==> src/rtl/debounce_pkg.sv <==
// rtl/debounce_pkg.sv - shared types and defaults for the switch debouncer
//
// Purpose : per-channel FSM state encoding and default parameter values
//           used by db_channel and sw_debounce.
// Ports   : none (package).
package debounce_pkg;

  // STABLE: debounced level matches the synchronised input.
  // WAIT  : synchronised input differs; counting how long it has persisted.
  typedef enum logic {
    STABLE = 1'b0,
    WAIT   = 1'b1
  } db_state_t;

  // 10 ms at 100 MHz.
  localparam int DEF_CNT_MAX     = 1000000;
  localparam int DEF_SYNC_STAGES = 2;
  localparam int DEF_WIDTH       = 3;

endpackage : debounce_pkg

==> src/rtl/db_channel.sv <==
// rtl/db_channel.sv - one synchroniser + debounce FSM + counter for a single switch
//
// Purpose : bring one raw asynchronous switch level into the clk domain,
//           accept a new level only after it has persisted for CNT_MAX
//           consecutive cycles, and flag the accepted edge with a pulse.
// Ports   : i_clk  - system clock, rising edge
//           i_rst  - synchronous reset, active-high
//           i_raw  - raw asynchronous switch level
//           o_db   - debounced level (registered, resets to 0)
//           o_rise - one-cycle pulse when o_db goes 0->1 (registered)
//           o_fall - one-cycle pulse when o_db goes 1->0 (registered)
module db_channel
  import debounce_pkg::*;
#(
  parameter int SYNC_STAGES = DEF_SYNC_STAGES,
  parameter int CNT_MAX     = DEF_CNT_MAX
) (
  input  logic i_clk,
  input  logic i_rst,
  input  logic i_raw,
  output logic o_db,
  output logic o_rise,
  output logic o_fall
);

  localparam int CNT_W = (CNT_MAX > 1) ? $clog2(CNT_MAX) : 1;
  localparam logic [CNT_W-1:0] CNT_LAST = CNT_W'(CNT_MAX - 1);
  localparam logic [CNT_W-1:0] CNT_ONE  = CNT_W'(1);

  // Synchroniser chain: plain flop-to-flop, no logic between stages.
  logic [SYNC_STAGES-1:0] r_sync;
  logic                   w_sync;

  always_ff @(posedge i_clk) begin
    if (i_rst) begin
      r_sync <= '0;
    end else begin
      r_sync <= {r_sync[SYNC_STAGES-2:0], i_raw};
    end
  end

  assign w_sync = r_sync[SYNC_STAGES-1];

  // FSM, counter and output registers.
  db_state_t        r_state;
  db_state_t        w_state_nxt;
  logic [CNT_W-1:0] r_cnt;
  logic [CNT_W-1:0] w_cnt_nxt;
  logic             r_db;
  logic             w_db_nxt;
  logic             r_rise;
  logic             w_rise_nxt;
  logic             r_fall;
  logic             w_fall_nxt;

  always_ff @(posedge i_clk) begin
    if (i_rst) begin
      r_state <= STABLE;
      r_cnt   <= '0;
      r_db    <= 1'b0;
      r_rise  <= 1'b0;
      r_fall  <= 1'b0;
    end else begin
      r_state <= w_state_nxt;
      r_cnt   <= w_cnt_nxt;
      r_db    <= w_db_nxt;
      r_rise  <= w_rise_nxt;
      r_fall  <= w_fall_nxt;
    end
  end

  // The counter is zero whenever the FSM is (or returns to) STABLE, so a
  // bounce back to the old level always restarts the qualification window.
  always_comb begin
    w_state_nxt = r_state;
    w_cnt_nxt   = '0;
    w_db_nxt    = r_db;
    w_rise_nxt  = 1'b0;
    w_fall_nxt  = 1'b0;

    case (r_state)
      STABLE: begin
        if (w_sync != r_db) begin
          w_state_nxt = WAIT;
          w_cnt_nxt   = CNT_ONE;
        end
      end

      WAIT: begin
        if (w_sync == r_db) begin
          w_state_nxt = STABLE;
        end else if (r_cnt == CNT_LAST) begin
          // CNT_MAX-th consecutive differing edge: accept the new level.
          w_state_nxt = STABLE;
          w_db_nxt    = ~r_db;
          w_rise_nxt  = ~r_db;
          w_fall_nxt  = r_db;
        end else begin
          w_cnt_nxt = r_cnt + CNT_ONE;
        end
      end

      default: begin
        w_state_nxt = STABLE;
      end
    endcase
  end

  assign o_db   = r_db;
  assign o_rise = r_rise;
  assign o_fall = r_fall;

endmodule : db_channel

==> src/rtl/sw_debounce.sv <==
// rtl/sw_debounce.sv - multi-channel switch/button synchroniser and debouncer
//
// Purpose : conditions WIDTH raw board switch levels into clean debounced
//           levels plus one-cycle edge pulses. Board wiring: sw_db[2] -> a,
//           sw_db[1] -> b, sw_db[0] -> c of the downstream x/y logic.
// Ports   : clk        - system clock, rising edge
//           rst        - synchronous reset, active-high
//           sw_raw     - raw asynchronous switch levels   [WIDTH]
//           sw_db      - debounced stable levels          [WIDTH]
//           sw_rise    - one-cycle 0->1 pulse per channel [WIDTH]
//           sw_fall    - one-cycle 1->0 pulse per channel [WIDTH]
//           any_change - OR of all rise/fall bits, same cycle
module sw_debounce
  import debounce_pkg::*;
#(
  parameter int WIDTH       = DEF_WIDTH,
  parameter int SYNC_STAGES = DEF_SYNC_STAGES,
  parameter int CNT_MAX     = DEF_CNT_MAX
) (
  input  logic             clk,
  input  logic             rst,
  input  logic [WIDTH-1:0] sw_raw,
  output logic [WIDTH-1:0] sw_db,
  output logic [WIDTH-1:0] sw_rise,
  output logic [WIDTH-1:0] sw_fall,
  output logic             any_change
);

  genvar g;
  generate
    for (g = 0; g < WIDTH; g++) begin : g_ch
      db_channel #(
        .SYNC_STAGES(SYNC_STAGES),
        .CNT_MAX    (CNT_MAX)
      ) u_ch (
        .i_clk (clk),
        .i_rst (rst),
        .i_raw (sw_raw[g]),
        .o_db  (sw_db[g]),
        .o_rise(sw_rise[g]),
        .o_fall(sw_fall[g])
      );
    end
  endgenerate

  // Pulses are already registered per channel, so this OR adds no path
  // from sw_raw and lines up with the pulse bits in the same cycle.
  logic [WIDTH-1:0] w_pulse;
  assign w_pulse    = sw_rise | sw_fall;
  assign any_change = |w_pulse;

endmodule : sw_debounce

==> config.mk <==
export PLATFORM = sky130hd
export DESIGN_NAME = sw_debounce
export DESIGN_NICKNAME = d
export VERILOG_FILES = /design/src/rtl/debounce_pkg.sv /design/src/rtl/db_channel.sv /design/src/rtl/sw_debounce.sv
export SDC_FILE = /design/constraint.sdc
export NUM_CORES = 1
export LEC_CHECK = 0
export ABC_AREA = 1
export BUFFER_PORTS_ARGS = -buffer_cell sky130_fd_sc_hd__buf_2
export CAP_MARGIN = 0
export CORE_ASPECT_RATIO = 1.1
export CORE_MARGIN = 1
export CORE_UTILIZATION = 50
export CTS_CLUSTER_SIZE = 40
export DETAILED_ROUTE_END_ITERATION = 7
export PLACE_DENSITY = 0.67
export SLEW_MARGIN = 20
export SYNTH_ARGS = -nofsm -noshare
export SYNTH_HDL_FRONTEND = slang
export SYNTH_SLANG_ARGS = --single-unit
export TNS_END_PERCENT = 1
==> constraint.sdc <==
create_clock -name clk -period 1.85 [get_ports clk]
set_input_delay 0.37 -clock clk [delete_from_list [all_inputs] [get_ports clk]]
set_output_delay 0.37 -clock clk [all_outputs]
set_load 0.005 [all_outputs]
Word level (Yosys, flattened, before mapping)
Cells that the tools add are included.
{ "op_classes": {"addsub": 3, "n_mul": 0, "div": 0, "order_cmp": 0, "n_eq_ne": 9, "shifts": 0, "n_mux": 24, "bitwise_logic": 13, "reduce_logical": 7} }
{ "op_table": {"columns": ["operator", "count"], "rows": [
  ["$mux 20", 6],
  ["$pmux 20 s2", 3],
  ["$add 20x1->20 const B", 3],
  ["$eq 20x20->1 const B", 3],
  ["$mux 1", 12],
  ["$not 1->1", 12],
  ["$reduce_or 4->1", 3],
  ["$reduce_and 3->1", 3],
  ["$pmux 1 s2", 3],
  ["$eq 1x1->1", 3],
  ["$ne 1x1->1", 3],
  ["$or 3x3->3", 1],
  ["$reduce_or 3->1", 1]
]} }
{ "word_totals": {"register_bits": 78, "latch_bits": 0, "ram_bits": 0, "rom_bits": 0, "input_bits": 5, "output_inout_bits": 10, "word_cells": 74, "n_memories": 0} }

Depth between registers and ports, before layout
Gate-level depths: netlist (run 1).
{ "logic_depth": {"ltp_word": 4, "ltp_mapped": 9, "depth_no_buf": 9} }

By module
A second synthesis (run 1) with hierarchy kept.
{ "unflattened": {"cells_unflattened": 556, "area_unflattened_um2": 3935.0} }
{ "by_module_without_submodules": {"columns": ["module", "instances", "cells_each", "area_per_inst_um2", "seq_area_each_um2"], "rows": [
  ["db_channel", 3, 184, 1306.3, 520.5],
  ["sw_debounce", 1, 4, 16.3, 0.0]
]} }

Least setup slack after synthesis (run 1)
Ideal clock, no wire load.
{ "synth_timing": {"path_kind": "register to register", "startpoint": "register g_ch[1].u_ch.r_cnt[0]", "endpoint": "register g_ch[1].u_ch.r_cnt[15]", "setup_time_ps": 114, "arrival_time_ps": 1346, "t_required_ps": 1736, "path_slack_ps": 389, "path_stages_with_launch": 9, "n_path_buf": 2, "synth_period_minus_slack_ps": 1461, "path_cell_list": "dfxtp_1 > ha_1 > buf_4 > nand3_2 > nor2_2 > nand3_2 > nand2_4 > buf_6 > nor2_1"} }
{ "synth_between": {"elab_chain_cells": 4, "word_cells_on_any_way": 5, "classes_between": "1 x add/sub; 1 x eq/ne; 3 x mux"} }
{ "synth_rtl": {"columns": ["element", "line_no", "source"], "rows": [
  ["start, declared", "db_channel.sv:47", "logic [CNT_W-1:0] r_cnt;"],
  ["start signal, assigned", "db_channel.sv:65", "r_cnt <= w_cnt_nxt;"],
  ["$add 20x1->20 / $eq 20x20->1 (equally long branches)", "db_channel.sv:99, db_channel.sv:92", null],
  ["$mux 20 (*)", "db_channel.sv:92", "end else if (r_cnt == CNT_LAST) begin"],
  ["$mux 20 (*)", "db_channel.sv:90", "if (w_sync == r_db) begin"],
  ["$pmux 20 s2 (*)", "db_channel.sv:81", "case (r_state)"]
]} }
Every way passes the cells marked *; elsewhere a longest branch is shown, timed or not.
A chain may end at the register's enable or synchronous reset.

Worst setup path in the final report (run 1)
{ "layout_timing": {"startpoint": "register g_ch[2].u_ch.r_cnt[0]", "endpoint": "register g_ch[2].u_ch.r_cnt[14]"} }
{ "layout_between": {"elab_chain_cells": 4, "word_cells_on_any_way": 5, "classes_between": "1 x add/sub; 1 x eq/ne; 3 x mux"} }
{ "layout_rtl": {"columns": ["element", "line_no"], "rows": [
  ["start, declared", "db_channel.sv:47"],
  ["start signal, assigned", "db_channel.sv:65"],
  ["$add 20x1->20 / $eq 20x20->1 (equally long branches)", "db_channel.sv:99, db_channel.sv:92"],
  ["$mux 20 (*)", "db_channel.sv:92"],
  ["$mux 20 (*)", "db_channel.sv:90"],
  ["$pmux 20 s2 (*)", "db_channel.sv:81"]
]} }
Marked as above.

==> results of run 1 <==
## power by group through the flow
| stage | clock (mW) | sequential [mW] | combinational (mW) |
|---|---|---|---|
| 5_1_grt | 1.42 | 1.70 | 0.0373 |
| 6_report | 1.35 | 1.69 | 0.0314 |
| 4_1_cts | 1.38 | 1.69 | 0.0323 |
| 3_5_place_dp | 0 | 1.73 | 0.0322 |
| 3_3_place_gp | 0 | 1.73 | 0.0317 |
| 2_1_floorplan | 0 | 1.73 | 0.0259 |
## Yosys cell counts (5+ instances only)
master	count	area share, %
nor2_2	9	1.4
nor3_1	7	0.88
inv_1	67	6.3
nand3_2	5	1.3
xor2_1	14	3.1
dfxtp_1	78	39
nand2_1	145	14
o21ai_0	9	1.1
nand3b_1	7	1.3
nand4_1	17	2.7
xnor2_1	5	1.1
nand3_1	31	3.9
a21oi_1	28	3.5
nor2_1	119	11
buf_4	10	1.9
## logic make-up after synthesis
logic type | after synthesis | share of synthesized area [%]
compound gates | 41 | 5.49
xor+xnor | 19 | 4.17
fa+ha+maj | 3 | 0.941
buf+inv | 86 | 9.97
flops | 78 | 39.1
simple gates | 360 | 40.3
## worst reg2reg max path: cells and delay by family (launching register included)
family,cells,cell delay (ns)
adder cells (fa/ha/maj),1,0.20
AND/OR/NAND/NOR,5,0.70
XOR/XNOR,1,0.17
flip-flops,1,0.42
## path summary, 6_finish.rpt
kind | startpoint | endpoint | depth (start not counted)
max reg2reg | g_ch[2].u_ch.r_cnt[0]$_SDFF_PP0_ | g_ch[2].u_ch.r_cnt[14]$_SDFF_PP0_ | 7
min reg2reg | g_ch[0].u_ch.r_sync[0]$_SDFF_PP0_ | g_ch[0].u_ch.r_sync[1]$_SDFF_PP0_ | 2
max | g_ch[2].u_ch.r_cnt[0]$_SDFF_PP0_ | g_ch[2].u_ch.r_cnt[14]$_SDFF_PP0_ | 7
min | sw_raw[2] | g_ch[2].u_ch.r_sync[0]$_SDFF_PP0_ | 3
## layout make-up
type	instances	area share (%)
Clock buffer	9	2.89
Clock inverter	7	1.84
Inverter	72	6.48
Timing Repair Buffer	16	1.98
Multi-Input combinational cell	423	47.3
Sequential cell	78	36.4
Tap cell	105	3.06
## stage by stage
step	instance area [sq um]	power [mW]	hold WS, ns	instances
final	4290	3.07	0.198	710
after global routing	4290	3.16	0.206	710
after CTS	4290	3.10	0.189	710
after floorplan	3990	1.76	0.388	587
after global placement	4090	1.76	0.392	694
after detailed placement	4090	1.77	0.398	694
## sequential cells by signal (all words and copies together) (netlist names)
register and count:
g_ch.u_ch.o_fall 3, g_ch.u_ch.o_db 3, g_ch.u_ch.r_sync 6, g_ch.u_ch.o_rise 3
g_ch.u_ch.r_cnt 60, g_ch.u_ch.r_state 3
## layer usage
| layer | share of wire, % | up-vias | wire, um |
|---|---|---|---|
| met3 | 3.5 | 12 | 282 |
| met2 | 47 | 65 | 3770 |
| met1 | 47 | 1559 | 3820 |
| met5 | 0 | - | 0 |
| met4 | 2.3 | 0 | 188 |
| li1 | - | 1854 | - |
## placed cells by master (no fill, tap or decap), types with 2 or more instances in the layout
| master | count |
|---|---|
| nor3_1 | 7 |
| a21oi_1 | 28 |
| or2_0 | 3 |
| nand2_4 | 3 |
| clkinvlp_4 | 2 |
| nand4_1 | 17 |
| dfxtp_1 | 78 |
| nand2_2 | 3 |
| nand3b_1 | 7 |
| inv_6 | 2 |
| nor2_2 | 9 |
| nand3_1 | 31 |
| a21oi_2 | 3 |
| inv_8 | 2 |
| inv_1 | 67 |
| inv_2 | 3 |
| ha_1 | 3 |
| nor2_1 | 119 |
| o21ai_0 | 9 |
| clkbuf_8 | 9 |
| or2_2 | 3 |
| buf_2 | 14 |
| nand2_1 | 145 |
| buf_4 | 2 |
| nor2_4 | 4 |
| xor2_1 | 14 |
| nand3_2 | 5 |
| xnor2_1 | 5 |
| or2_1 | 2 |
==> impl_metrics.yaml, run 1 <==
critical_path:
  critPathTopFamily: "simple AND/OR/NAND/NOR gates"
  crit_required_ns: 2.11
  regToRegSetupSlack_ns: 0.25
  crit_slowest_cell: "dfxtp_1"
  cp-end-kind: "flop"
  crit_buf_inv: 0
  cp_data_arrival_time_ns: 1.86
  crit_chain: "ha_1, nand2_1, nor2_4, nand3_1, nor2_1, xor2_1, nor2_1"
  path_class: "flop to flop"
  max_stage_delay_ns: 0.42
  startpoint_type: "flop"
  critPathMostFrequentCell: "nor2_1"
  crit_path_max_fanout: 6
clock_tree:
  htreeDepth: 3
  cts_resized: 0
  post-cts-setup-buffer-count: 0
  clk_pin_slew_ns: 0.09
  clockBufferDepth: 2
  cts_tree: "done"
  cts_sinks: 78
  cts_inserted_buffers: 9
  root_buffer: "clkbuf_8"
  ctsHoldBuffers: 0
  insertion_delay_ns: 0.36
grt:
  grt_overflow_total: 0
  grt.met2_usage_pct: 37.4
  track_usage_pct: 21.5
  antenna_found_initial: 0
  grt_max_degree: 20
  grt_pass1_wl_mm: 13.9
  grt_util_met1_pct: 25.7
  use_met3_pct: 3.17
  grt_pass1_vias: 3241
  grt-busiest-layer: "met2"
yosys:
  synth_edf_count: 0
  synthCells: 587
  synth_seq_cells: 78
  synth.distinct_cells: 30
  synthArstFlopShare_pct: 0
  avgSynthCellArea_sq_um: 6.80
  yosysSeqAreaShare_pct: 39.1
  syn_area_sq_um: 3990
  syn_nets: 595
  synthFlopType: "dfxtp_1"
  yosysWarnings: 0
min_path:
  min_path_type: "input pin to flop"
timing:
  finalSetupTns_ns: 0
  worst_pin_slew_ns: 0.356
  skew_ns: 0.00907
  setup_slack_ns: 0.247
  fmax_mhz: 624
  relSlewSlack_pct: 76.3
  slew_violations: 0
  hold_viol: 0
  finalSetupViolCount: 0
  rsz0062_at_grt: "no"
  min_period_ns: 1.60
  fin_crit_sh_pct: 86.7
power_and_ir_drop:
  leakage_nw: 1.44
  p_int_mw: 2.34
  seq_power_share_pct: 55.1
  combPwrFrac_pct: 1.0
  powerDensity_nw_per_um2: 716
  peakVddDrop_mv: 0.421
  p_sw_mw: 0.733
  netSwitchingFraction_pct: 23.9
  clkPwrFrac_pct: 43.8
final_layout:
  final_util_pct: 56.5
  seqCellArea_sq_um: 1560
  nNetsFinal: 608
  multiInputGateArea_sq_um: 2030
  drive_gt1_share_pct: 10.9
  area.growth.synth_to_final_pct: 7.49
  fill_cells: 774
  diodes: 0
run:
  drv_cap: 0
die:
  dieHeight_um: 95.7
  ios: 15
  die-width_um: 87.2
  rows: 33
  dieArea_sq_um: 8340
  floorplan.initialDensity_pct: 52.5
  core_sq_um: 7600
detailed_routing:
  viasPerCell: 4.92
  drt-total-wl_mm: 8.07
  dr.first_iter.drc_count: 127
  drtAntennaViolNets: 0
  vias: 3490
  route.detailed.drc: 0
  wl_per_cell_um: 11.4
  dr.pass1.iters: 4
placed_design:
  dpl_worst_slack_ns: 0.270
  dpl.hpwl_mm: 6.00
  gp_congestion: 0.846
  io_buffers: 14
status:
  status: "complete, no violations"
(Power assumes the default switching activity.)
==> inputs of run 2 (changes only) <==
SYNTH_HIERARCHICAL = 1   (was default)
==> impl_metrics.yaml, run 2 <==
yosys:
  yosysTopAreaCellShare_pct: 39.7
  yosysMostFrequentCell: "nand2_1"
  synthArstFlopShare_pct: 0
  yosysWarnings: 6
  yosysSeqAreaShare_pct: 39.7
  avgSynthCellArea_sq_um: 7.08
  syn_area_sq_um: 3940
  synth.distinct_cells: 26
  synthFlopType: "dfxtp_1"
  syn_nets: 564
  synth_seq_cells: 78
  synth_common_cells: "nand2_1 (117), nor2_1 (108), dfxtp_1 (78)"
  synthTopCellsByArea: "dfxtp_1 (40%), nand2_1 (11%), nor2_1 (10%)"
  synth_edf_count: 0
  synth_top_cell_by_area: "dfxtp_1"
  synthCells: 556
final_layout:
  drive_gt1_share_pct: 14.9
  area.growth.synth_to_final_pct: 8.93
  final_common_cell: "nand2_1"
  top_regs: "g_ch.u_ch/r_cnt x60, g_ch.u_ch/r_sync x6"
  largest-register: "g_ch.u_ch/r_cnt"
  diodes: 0
  layout_common_cells: "nand2_1 (117), nor2_1 (108), dfxtp_1 (78), inv_1 (72), nand3_1 (28)"
  fill_cells: 730
  nNetsFinal: 586
  final_util_pct: 56.7
  largest_reg_flops: 60
  fin_area_sq_um: 4290
detailed_routing:
  drt-total-wl_mm: 7.39
  dr.first_iter.drc_count: 122
  vias: 3334
  wl_per_cell_um: 10.7
  viasPerCell: 4.85
  route.detailed.drc: 0
  drtAntennaViolNets: 0
  dr.pass1.iters: 4
critical_path:
  reg2reg_from: "g_ch[0].u_ch/r_cnt[0]$_SDFF_PP0_"
  crit_path_max_fanout: 2
  crit_chain: "nor2_1, nand3_1, buf_2"
  cp-end-kind: "output pin"
  crit_required_ns: 1.48
  r2r_cells: 8
  critPathTopFamily: "flip-flops"
  rr_endpoint: "g_ch[0].u_ch/r_cnt[10]$_SDFF_PP0_"
  cp_data_arrival_time_ns: 1.08
  max_stage_delay_ns: 0.31
  crit_buf_inv: 1
  startpoint_type: "flop"
  crit_slowest_cell: "dfxtp_1"
  path_class: "flop to output pin"
  regToRegSetupSlack_ns: 0.42
power_and_ir_drop:
  power_mw: 2.88
  powerDensity_nw_per_um2: 672
  peakVddDrop_mv: 0.438
  leakage_nw: 1.58
die:
  rows: 33
  dieHeight_um: 95.0
  die-width_um: 86.6
  ios: 15
  core_sq_um: 7560
  floorplan.initialDensity_pct: 52.1
  dieArea_sq_um: 8230
timing:
  finalSetupTns_ns: 0
  rsz0062_at_grt: "no"
  relSlewSlack_pct: 82.8
  skew_ns: 0.0123
  hold_viol: 0
  finalSetupViolCount: 0
  fmax_mhz: 690
  worst_pin_slew_ns: 0.258
  fin_crit_sh_pct: 78.3
  slew_violations: 0
  min_period_ns: 1.45
clock_tree:
  cts_inserted_buffers: 9
  ctsHoldBuffers: 0
  cts_resized: 0
  post-cts-setup-buffer-count: 0
  cts_tree: "done"
  htreeDepth: 3
  root_buffer: "clkbuf_8"
  cts_sinks: 78
  clk_pin_slew_ns: 0.09
  insertion_delay_ns: 0.34
  clockBufferDepth: 2
status:
  status: "complete, no violations"
grt:
  grt_overflow_total: 0
  grt-busiest-layer: "met2"
  grt.met2_usage_pct: 35.8
  grt_pass1_vias: 3057
  grt_max_degree: 19
  track_usage_pct: 20.0
  grt_util_met1_pct: 23.9
  use_met3_pct: 2.60
  grt_pass1_wl_mm: 13.0
  antenna_found_initial: 0
placed_design:
  gp_congestion: 0.825
  dpl.hpwl_mm: 5.61
  place_area_sq_um: 4100
  io_buffers: 14
min_path:
  hp-start: "sw_raw[1]"
  min_path_type: "input pin to flop"
  hold_depth: 3
  min_to: "g_ch[1].u_ch/r_sync[0]$_SDFF_PP0_"
run:
  drv_cap: 0
==> run 2: cells by family (layout without fill, tap and decap cells) <==
family | count (synthesis) | count (layout) | synth area share (%)
and+or+nand+nor | 337 | 337 | 41.1
buffers and inverters | 81 | 108 | 8.30
DFF | 78 | 78 | 39.7
AOI/OAI and AO/OA | 39 | 39 | 5.91
xor gates and xnor gates | 18 | 18 | 4.01
adders and majority gates | 3 | 3 | 0.954
==> run 2: per-layer routing <==
layer	vias up	wire length (um)
li1	1791	-
met1	1501	3590
met2	34	3550
met3	8	142
met4	0	110
met5	-	0
==> run 2: worst max path at each step <==
stage                                           startpoint                                end  slack (ns)  depth (start not counted)
final                       g_ch[0].u_ch/o_fall$_SDFF_PP0_                         any_change        0.40                          3
after floorplan           g_ch[0].u_ch/r_cnt[0]$_SDFF_PP0_  g_ch[0].u_ch/r_cnt[15]$_SDFF_PP0_        0.61                          7
after global placement    g_ch[0].u_ch/r_cnt[0]$_SDFF_PP0_  g_ch[0].u_ch/r_cnt[10]$_SDFF_PP0_        0.49                          8
after detailed placement  g_ch[0].u_ch/r_cnt[0]$_SDFF_PP0_  g_ch[0].u_ch/r_cnt[10]$_SDFF_PP0_        0.44                          8
after CTS                   g_ch[0].u_ch/o_fall$_SDFF_PP0_                         any_change        0.35                          3
after global routing      g_ch[2].u_ch/r_cnt[0]$_SDFF_PP0_  g_ch[2].u_ch/r_cnt[10]$_SDFF_PP0_        0.23                          8
==> run 2: power breakdown <==
group | switching (mW) | total, mW | leakage, nW | internal (mW)
Combinational | 0.0182 | 0.0288 | 0.865 | 0.0106
Sequential | 0.00567 | 1.69 | 0.630 | 1.69
Clock | 0.630 | 1.16 | 0.0889 | 0.530
Total | 0.654 | 2.88 | 1.58 | 2.23
==> run 2: cell type report <==
cell class              instances  area (sq um)  area share (%)
multi-input cells             397          2050            47.8
flip-flops and latches         78          1560            36.4
inverters                      78           293            6.83
clock buffers                  10           138            3.21
well taps                     105           131            3.06
repair buffers                 14          70.1            1.63
clock inverters                 6          46.3            1.08
==> run 2: metrics by stage <==
| stage | hold WS, ns | instances | setup WS (ns) |
|---|---|---|---|
| after global placement | 0.390 | 672 | 0.487 |
| after detailed placement | 0.397 | 672 | 0.445 |
| after floorplan | 0.388 | 556 | 0.613 |
| final | 0.219 | 688 | 0.401 |
| after global routing | 0.208 | 688 | 0.228 |
| after CTS | 0.205 | 688 | 0.351 |
==> run 2: tightest hold or removal path, cell delays in order <==
cell	delay, ns
buf_2	0.09
inv_1	0.04
nor2_1	0.03
